[src/rtl/ifu_fetch_ctrl.sv]
// Instruction-fetch sequencer: owns the fetch PC, drives the npc mux, issues
// single-outstanding imem reads and buffers instructions for decode.
//
// state | meaning
// ------+---------------------------------------------------------------
// IDLE  | just out of reset, no request yet
// REQ   | presenting pc_q to imem (when aligned and decode can take data)
// WAIT  | one fetch outstanding, waiting for rvalid (kill marks wrong path)
// HOLD  | output buffer full and blocked, returned word parked in skid
// ERR   | misaligned fetch seen; terminal until reset
module ifu_fetch_ctrl #(
  parameter logic [31:0] RESET_PC = 32'h0000_3000
) (
  input  logic        clk,
  input  logic        reset,
  input  logic        redirect_valid,
  input  logic [1:0]  redirect_sel,
  input  logic [31:0] redirect_pc,
  input  logic [15:0] redirect_offset,
  input  logic [25:0] redirect_index,
  input  logic [31:0] redirect_reg,
  output logic [31:0] npc_pc,
  output logic [1:0]  npc_sel,
  output logic [15:0] npc_offset,
  output logic [25:0] npc_irrelative,
  output logic [31:0] npc_register,
  input  logic [31:0] npc_next,
  output logic        imem_req,
  output logic [31:0] imem_addr,
  input  logic        imem_gnt,
  input  logic        imem_rvalid,
  input  logic [31:0] imem_rdata,
  output logic        if_valid,
  output logic [31:0] if_instr,
  output logic [31:0] if_pc,
  input  logic        id_ready,
  output logic        fetch_err,
  output logic [31:0] err_pc
);

  typedef enum logic [2:0] {
    S_IDLE,
    S_REQ,
    S_WAIT,
    S_HOLD,
    S_ERR
  } state_t;

  state_t      state;
  logic [31:0] pc_q;
  logic [31:0] fetch_pc;
  logic        kill;
  logic        skid_valid;
  logic [31:0] skid_instr;
  logic [31:0] skid_pc;
  logic        pc_aligned;
  logic        gnt_ok;

  // All PC arithmetic lives in npc; this block only selects what npc computes.
  always_comb begin
    npc_sel        = 2'd0;
    npc_pc         = pc_q;
    npc_offset     = 16'd0;
    npc_irrelative = 26'd0;
    npc_register   = 32'd0;
    if (redirect_valid) begin
      npc_sel        = redirect_sel;
      npc_pc         = redirect_pc;
      npc_offset     = redirect_offset;
      npc_irrelative = redirect_index;
      npc_register   = redirect_reg;
    end
  end

  assign pc_aligned = (pc_q[1:0] == 2'b00);
  assign imem_req   = (state == S_REQ) && pc_aligned && (!if_valid || id_ready);
  assign imem_addr  = pc_q;
  assign gnt_ok     = imem_req && imem_gnt;

  always_ff @(posedge clk or posedge reset) begin
    if (reset) begin
      state      <= S_IDLE;
      pc_q       <= RESET_PC;
      fetch_pc   <= RESET_PC;
      kill       <= 1'b0;
      if_valid   <= 1'b0;
      if_instr   <= 32'd0;
      if_pc      <= 32'd0;
      skid_valid <= 1'b0;
      skid_instr <= 32'd0;
      skid_pc    <= 32'd0;
      fetch_err  <= 1'b0;
      err_pc     <= 32'd0;
    end else begin
      // Redirect flushes the decode buffer; otherwise it drains on consume.
      if (redirect_valid && state != S_ERR)
        if_valid <= 1'b0;
      else if (id_ready)
        if_valid <= 1'b0;

      case (state)
        S_IDLE: state <= S_REQ;

        S_REQ: begin
          if (!pc_aligned) begin
            fetch_err <= 1'b1;
            err_pc    <= pc_q;
            state     <= S_ERR;
          end else if (gnt_ok) begin
            fetch_pc <= pc_q;
            pc_q     <= npc_next;
            kill     <= redirect_valid;
            state    <= S_WAIT;
          end else if (redirect_valid) begin
            pc_q <= npc_next;
          end
        end

        S_WAIT: begin
          if (redirect_valid) begin
            pc_q <= npc_next;
            kill <= 1'b1;
          end
          if (imem_rvalid) begin
            kill <= 1'b0;
            if (kill || redirect_valid) begin
              state <= S_REQ;
            end else if (!if_valid || id_ready) begin
              if_valid <= 1'b1;
              if_instr <= imem_rdata;
              if_pc    <= fetch_pc;
              state    <= S_REQ;
            end else begin
              skid_valid <= 1'b1;
              skid_instr <= imem_rdata;
              skid_pc    <= fetch_pc;
              state      <= S_HOLD;
            end
          end
        end

        S_HOLD: begin
          if (redirect_valid) begin
            skid_valid <= 1'b0;
            pc_q       <= npc_next;
            state      <= S_REQ;
          end else if (id_ready && skid_valid) begin
            if_valid   <= 1'b1;
            if_instr   <= skid_instr;
            if_pc      <= skid_pc;
            skid_valid <= 1'b0;
            state      <= S_REQ;
          end
        end

        S_ERR: state <= S_ERR;

        default: state <= S_IDLE;
      endcase
    end
  end

endmodule
[config.mk]
export PLATFORM = sky130hd
export DESIGN_NAME = ifu_fetch_ctrl
export DESIGN_NICKNAME = d
export VERILOG_FILES = /design/src/rtl/ifu_fetch_ctrl.sv
export SDC_FILE = /design/constraint.sdc
export NUM_CORES = 1
export LEC_CHECK = 0
export ABC_AREA = 1
export BUFFER_PORTS_ARGS = -buffer_cell sky130_fd_sc_hd__buf_2
export CORE_MARGIN = 5
export CORE_UTILIZATION = 50
export CTS_CLUSTER_DIAMETER = 60
export CTS_CLUSTER_SIZE = 30
export DETAILED_ROUTE_END_ITERATION = 10
export MAX_ROUTING_LAYER = met4
export PLACE_DENSITY = 0.81
export SETUP_SLACK_MARGIN = 0.4
export SLEW_MARGIN = 20
export SYNTH_ARGS = -nofsm -noshare
export SYNTH_HDL_FRONTEND = slang
export SYNTH_SLANG_ARGS = --single-unit
[constraint.sdc]
create_clock -name clk -period 9.6 [get_ports clk]
set_input_delay 1.92 -clock clk [delete_from_list [all_inputs] [get_ports clk]]
set_output_delay 1.92 -clock clk [all_outputs]
set_load 0.02 [all_outputs]
Yosys cells after proc, flatten, opt, wreduce, memory -nomap -nowiden
Index checks and enable logic that the tools add are counted.
{"block": "totals", "ff_bits": 231, "input_bits": 178, "word_cells": 101}
{"block": "classes", "eq_ne": 16, "n_mux": 48, "n_bitwise": 3, "n_reduce_logical": 22}
{"op": "32-bit two-way mux", "n": 15}
{"op": "32-bit one-hot mux with 2 select lines", "n": 3}
{"op": "26-bit two-way mux", "n": 1}
{"op": "1-bit two-way mux", "n": 16}
{"op": "16-bit two-way mux", "n": 1}
{"op": "2-bit inequality test (second input constant)", "n": 8}
{"op": "3-bit two-way mux", "n": 5}
{"op": "3-bit one-hot mux with 5 select lines", "n": 1}
{"op": "3-bit inequality test (second input constant)", "n": 4}
{"op": "4-bit AND reduction", "n": 2}
{"op": "3-bit by 2-bit equality test with 1-bit output (second input constant)", "n": 2}
{"op": "2-bit two-way mux", "n": 3}
{"op": "1-bit one-hot mux with 2 select lines", "n": 3}
{"op": "3-bit AND reduction", "n": 2}
{"op": "6-bit AND reduction", "n": 1}
{"op": "2-bit nonzero test", "n": 3}
{"op": "1-bit logical AND", "n": 5}
{"op": "5-bit AND reduction", "n": 1}
{"op": "2-bit AND reduction", "n": 2}
{"op": "3-bit by 1-bit equality test with 1-bit output (second input constant)", "n": 1}
{"op": "3-bit equality test (second input constant)", "n": 1}
{"op": "3-bit zero test", "n": 1}
{"op": "1-bit inverter", "n": 3}
{"op": "2-bit zero test", "n": 1}
{"op": "other kinds (3)", "n": 4}

Logic depth before layout (Yosys ltp)
{"block": "depth", "depth_word": 7, "ltp_mapped": 10, "mapped_depth_nobuf": 9}

Least setup slack after synthesis
No wires, ideal clock.
{"block": "synth_path", "path_kind": "input to output", "startpoint": "input redirect_valid", "endpoint": "output npc_pc[19]", "arrival_time_ns": 3.025, "required_ns": 7.680, "setup_slack_ns": 4.655, "cell_stages": 6, "cell_sequence": "buf_2 > buf_2 > buf_2 > buf_1 > nand2_1 > o21ai_0"}
{"block": "synth_between", "elab_chain_cells": 1}
{"element": "from (decl)", "line_no": "16", "rtl": "input logic redirect_valid,"}
{"element": "32-bit two-way mux", "line_no": "66", "rtl": "if (redirect_valid) begin"}
{"element": "to (decl)", "line_no": "22", "rtl": "output logic [31:0] npc_pc,"}
No other way between the ends.

Final worst setup path
{"block": "layout_path", "startpoint": "input redirect_valid", "endpoint": "output npc_pc[3]"}
The elaborated chain is that of the path after synthesis.

==> results <==
- The run finished with clean final reports.
- The congestion estimate from routability-driven global placement came to 1.14.
- The detail route stage leaves a number of antenna-violating nets equal to 0.
- Max-cap violations in this run came to 0.
- The total overflow reported by the global router is 0.
- The time the final worst path needs with I/O delays and setup is 5.77 ns.
- The number of antenna violations at the first check in global routing came to 4.
- The initial detailed-routing violation count is 1284.
- The placed wire-length estimate is 26700 um.
- The cell taking the most area after synthesis is sky130_fd_sc_hd__dfrtp_1.
- The detailed-route via count is 11400.
- The critical path capture point type is an output pin.
- The count of buffers inserted at the top-level ports is 416.
- The commonest non-fill, non-tap cell in the layout is sky130_fd_sc_hd__nand2_1.
- Setup repair after global routing left no endpoint under its margin.
- VDD sags by at most 0.212 mV.
- In the final routed layout, each cell accounts on average for 17.3 um.
- Synthesis produced 1545 cells.
- The critical setup path kind is in -> out.
- The number of nets in the synthesized netlist is 1723.
- The largest fanout on the critical path is 114.
- Entering global routing, the biggest net connects 153 pins.
- In the layout the commonest cells are 528 x sky130_fd_sc_hd__nand2_1, 415 x sky130_fd_sc_hd__buf_2, 227 x sky130_fd_sc_hd__dfrtp_1, 213 x sky130_fd_sc_hd__inv_1, 176 x sky130_fd_sc_hd__o21ai_0.
- The total die area is 0.0259 mm2.
- On the final layout, the worst clock skew is 0.0147 ns.
- The number of filler instances in the final layout is 2051.
- The most congested layer reported by global routing is met1.
- The share of synthesized area occupied by flip-flops and latches is 0.508.
- The peak clock frequency supported by timing is 173 MHz.
- After synthesis the cells add up to 0.0114 mm2.
- The TritonCTS clock tree is built.
- For this run, the detailed router's first-pass iteration total came to 8.
- The total number of nets in the final design is 2071.
- The critical path data required time is 7.68 ns.
- The count of cells resized by post-cts repair is 0.
- The post-synthesis to final-layout area growth is 25.1%.
- The via count of the first global-routing pass is 10700.
- The share of synthesized area in the top cell type comes to 0.499.
- Pin placement for this block handled 417 I/O pins.
- Once the clock tree was built, the setup fixing pass inserted 0 buffers.
- Timing analysis after detailed placement gives a worst setup slack of 3.94 ns.
- In the final layout, the multi-input gates occupy 0.00431 mm2.
- The area of placed instances is 0.0135 mm2.
- Summing all flip-flop and latch instances after layout gives 0.00579 mm2.
- The number of cells in the design after placement is 2155.
- The mean number of vias per cell is 5.21.
- The worst setup path is launched from a primary input.
- The clock sink count is 231.
- The summed area of non-filler cells in the final layout is 0.0142 mm2.
- Sorting the synthesized cells by area gives the leading types as sky130_fd_sc_hd__dfrtp_1 50%, sky130_fd_sc_hd__nand2_1 17%, sky130_fd_sc_hd__o21ai_0 7.7%.
- The floorplan die width is 161 um.
- In the routed design, unresolved DRC markers number 0.
- The fraction of met3 tracks used by global routing is 0.0885.
- The share of the clock period used by the worst path after layout is 0.601.
- In the final layout, the share of cells above drive strength 1 is 0.253.
- The tree is rooted in a sky130_fd_sc_hd__clkbuf_16.
- The cell area power density is 266 mW/mm2.
- The later pin in the worst-skew pair is clocked with a latency of 0.50 ns.
- The number of flops mapped to enable cells by yosys is 0.
- The longest clock path from root to sink contains 3 buffers.
- The synthesized design contains 231 register bits.
- The met1 demand-to-capacity share in global routing is 0.410.
- The number of max-slew violations in the final report is 0.
- The placeable core area is 0.0225 mm2.
- Summed over all layers, the routed wires come to 38000 um.
- In this run, CTS created clock tree buffers numbering 21.
- For this run, the total global-route usage over all layers was measured as 0.287.
- The fraction of met2 tracks used by global routing is 0.405.
- The H-tree depth is 1.
- The class of the tightest hold or removal check is reg -> reg.
- In this run, post-CTS hold repair placed 0 buffers.
- In this run the core area contains 55 standard-cell rows.
- Setup total negative slack on the finished layout was measured at 0 ns.
- The final standard cell count with taps included and fillers excluded is 2194.
- The first element of the critical path is redirect_valid.
- The prevailing post-synth register cell is sky130_fd_sc_hd__dfrtp_1.
- The die is 161 um tall.
- The hold path startpoint is if_pc[30].
- The number of setup violations in the final report is 0.
- The Yosys step of the flow raised 0 warnings.
- The wire length of the first global-routing pass is 58700 um.
- The analysis attributes to cell leakage a power of 0.00858 uW.
- Synthesis instantiated 24 different standard cells from the library.
- Each instance of the synthesized netlist takes up on average 7.37 um2.
- After synthesis, the share of flip-flops with an asynchronous set or reset is 1.00.
- The total count of hold-check failures in the final report is 0.
- The slew at the pin with the worst max-slew slack is 1.05 ns.
- Headroom to the max-slew limit came out at 0.300.
- Setup slack closes at 3.83 ns.
- The endpoint arrival time on the critical path is 3.85 ns.
- The starting density of the core is 0.506.
- The clock-pin slew on the worst setup and hold paths is 0.07 ns.
- The launch point of the worst reg-to-reg path is state[2].
## registers in the layout, summed over array words and instances, names as in the netlist
signal and cells:
fetch_pc 32, if_pc 32, skid_instr 32, skid_pc 32, if_valid 1, state 3, imem_addr 32, skid_valid 1
kill 1, err_pc 32, if_instr 32, fetch_err 1
## layout make-up
| type | count | share of cell area |
|---|---|---|
| Antenna cell | 3 | 0.000527 |
| Clock buffer | 23 | 0.0388 |
| Clock inverter | 13 | 0.0155 |
| Inverter | 218 | 0.0583 |
| Multi-Input combinational cell | 993 | 0.303 |
| Sequential cell | 231 | 0.406 |
| Tap cell | 285 | 0.0250 |
| Timing Repair Buffer | 428 | 0.153 |
## routing by layer
| metal | part of all wire | wire length [um] | up-vias |
|---|---|---|---|
| met5 | 0 | 0 | - |
| met4 | 0.022 | 854 | 0 |
| met3 | 0.10 | 3980 | 62 |
| met2 | 0.43 | 16500 | 506 |
| met1 | 0.44 | 16700 | 5385 |
| li1 | - | - | 5476 |
## worst paths after layout
check	slack, ns	depth (start not counted)	endpoint
setup / recovery	3.83	5	npc_pc[3]
hold reg to reg	0.47	2	if_pc[30]
setup reg to reg	6.26	11	if_pc[4]
hold / removal	0.47	2	if_pc[30]
min in group asynchronous	1.53	2	skid_instr[29]
max in group asynchronous	6.73	3	imem_addr[29]
## power breakdown
| part | switching [uW] | total, uW | leakage, uW | internal [uW] |
|---|---|---|---|---|
| clock | 415 | 937 | 0.000379 | 521 |
| sequential | 163 | 1400 | 0.00289 | 1240 |
| combinational | 1030 | 1460 | 0.00531 | 424 |
## logic make-up (layout without fill, tap and decap cells)
kind of cell | Yosys count | count (layout) | share of synthesized area
buf+inv | 321 | 682 | 0.116
other cells | 0 | 3 | 0
flops | 231 | 231 | 0.508
compound gates | 257 | 257 | 0.114
simple gates | 736 | 736 | 0.262
## cell usage after synthesis, types with 15 or more instances
library cell / count
sky130_fd_sc_hd__nand2_1: 529
sky130_fd_sc_hd__a21oi_1: 63
sky130_fd_sc_hd__buf_2: 47
sky130_fd_sc_hd__o21ai_1: 15
sky130_fd_sc_hd__nand3_1: 97
sky130_fd_sc_hd__nand4_1: 33
sky130_fd_sc_hd__clkbuf_1: 42
sky130_fd_sc_hd__o21ai_0: 176
sky130_fd_sc_hd__dfrtp_1: 227
sky130_fd_sc_hd__nor2_1: 71
sky130_fd_sc_hd__inv_1: 214
## per-stage QoR
| step | utilization | total power, uW | hold WS (ns) |
|---|---|---|---|
| 4_1_cts | 0.632 | 3810 | 0.471 |
| 3_5_place_dp | 0.598 | 2860 | 0.453 |
| 3_3_place_gp | 0.598 | 2820 | 0.449 |
| 5_1_grt | 0.633 | 4020 | 0.490 |
| 2_1_floorplan | - | 2320 | 0.436 |
| 6_report | 0.633 | 3800 | 0.466 |
## critical path, stage by stage
cell	delay, ns
sky130_fd_sc_hd__buf_6	0.44
sky130_fd_sc_hd__buf_4	0.86
sky130_fd_sc_hd__nand2_1	0.12
sky130_fd_sc_hd__o21ai_0	0.12
sky130_fd_sc_hd__buf_2	0.20
No activity file was read; power rests on OpenSTA's default activity.
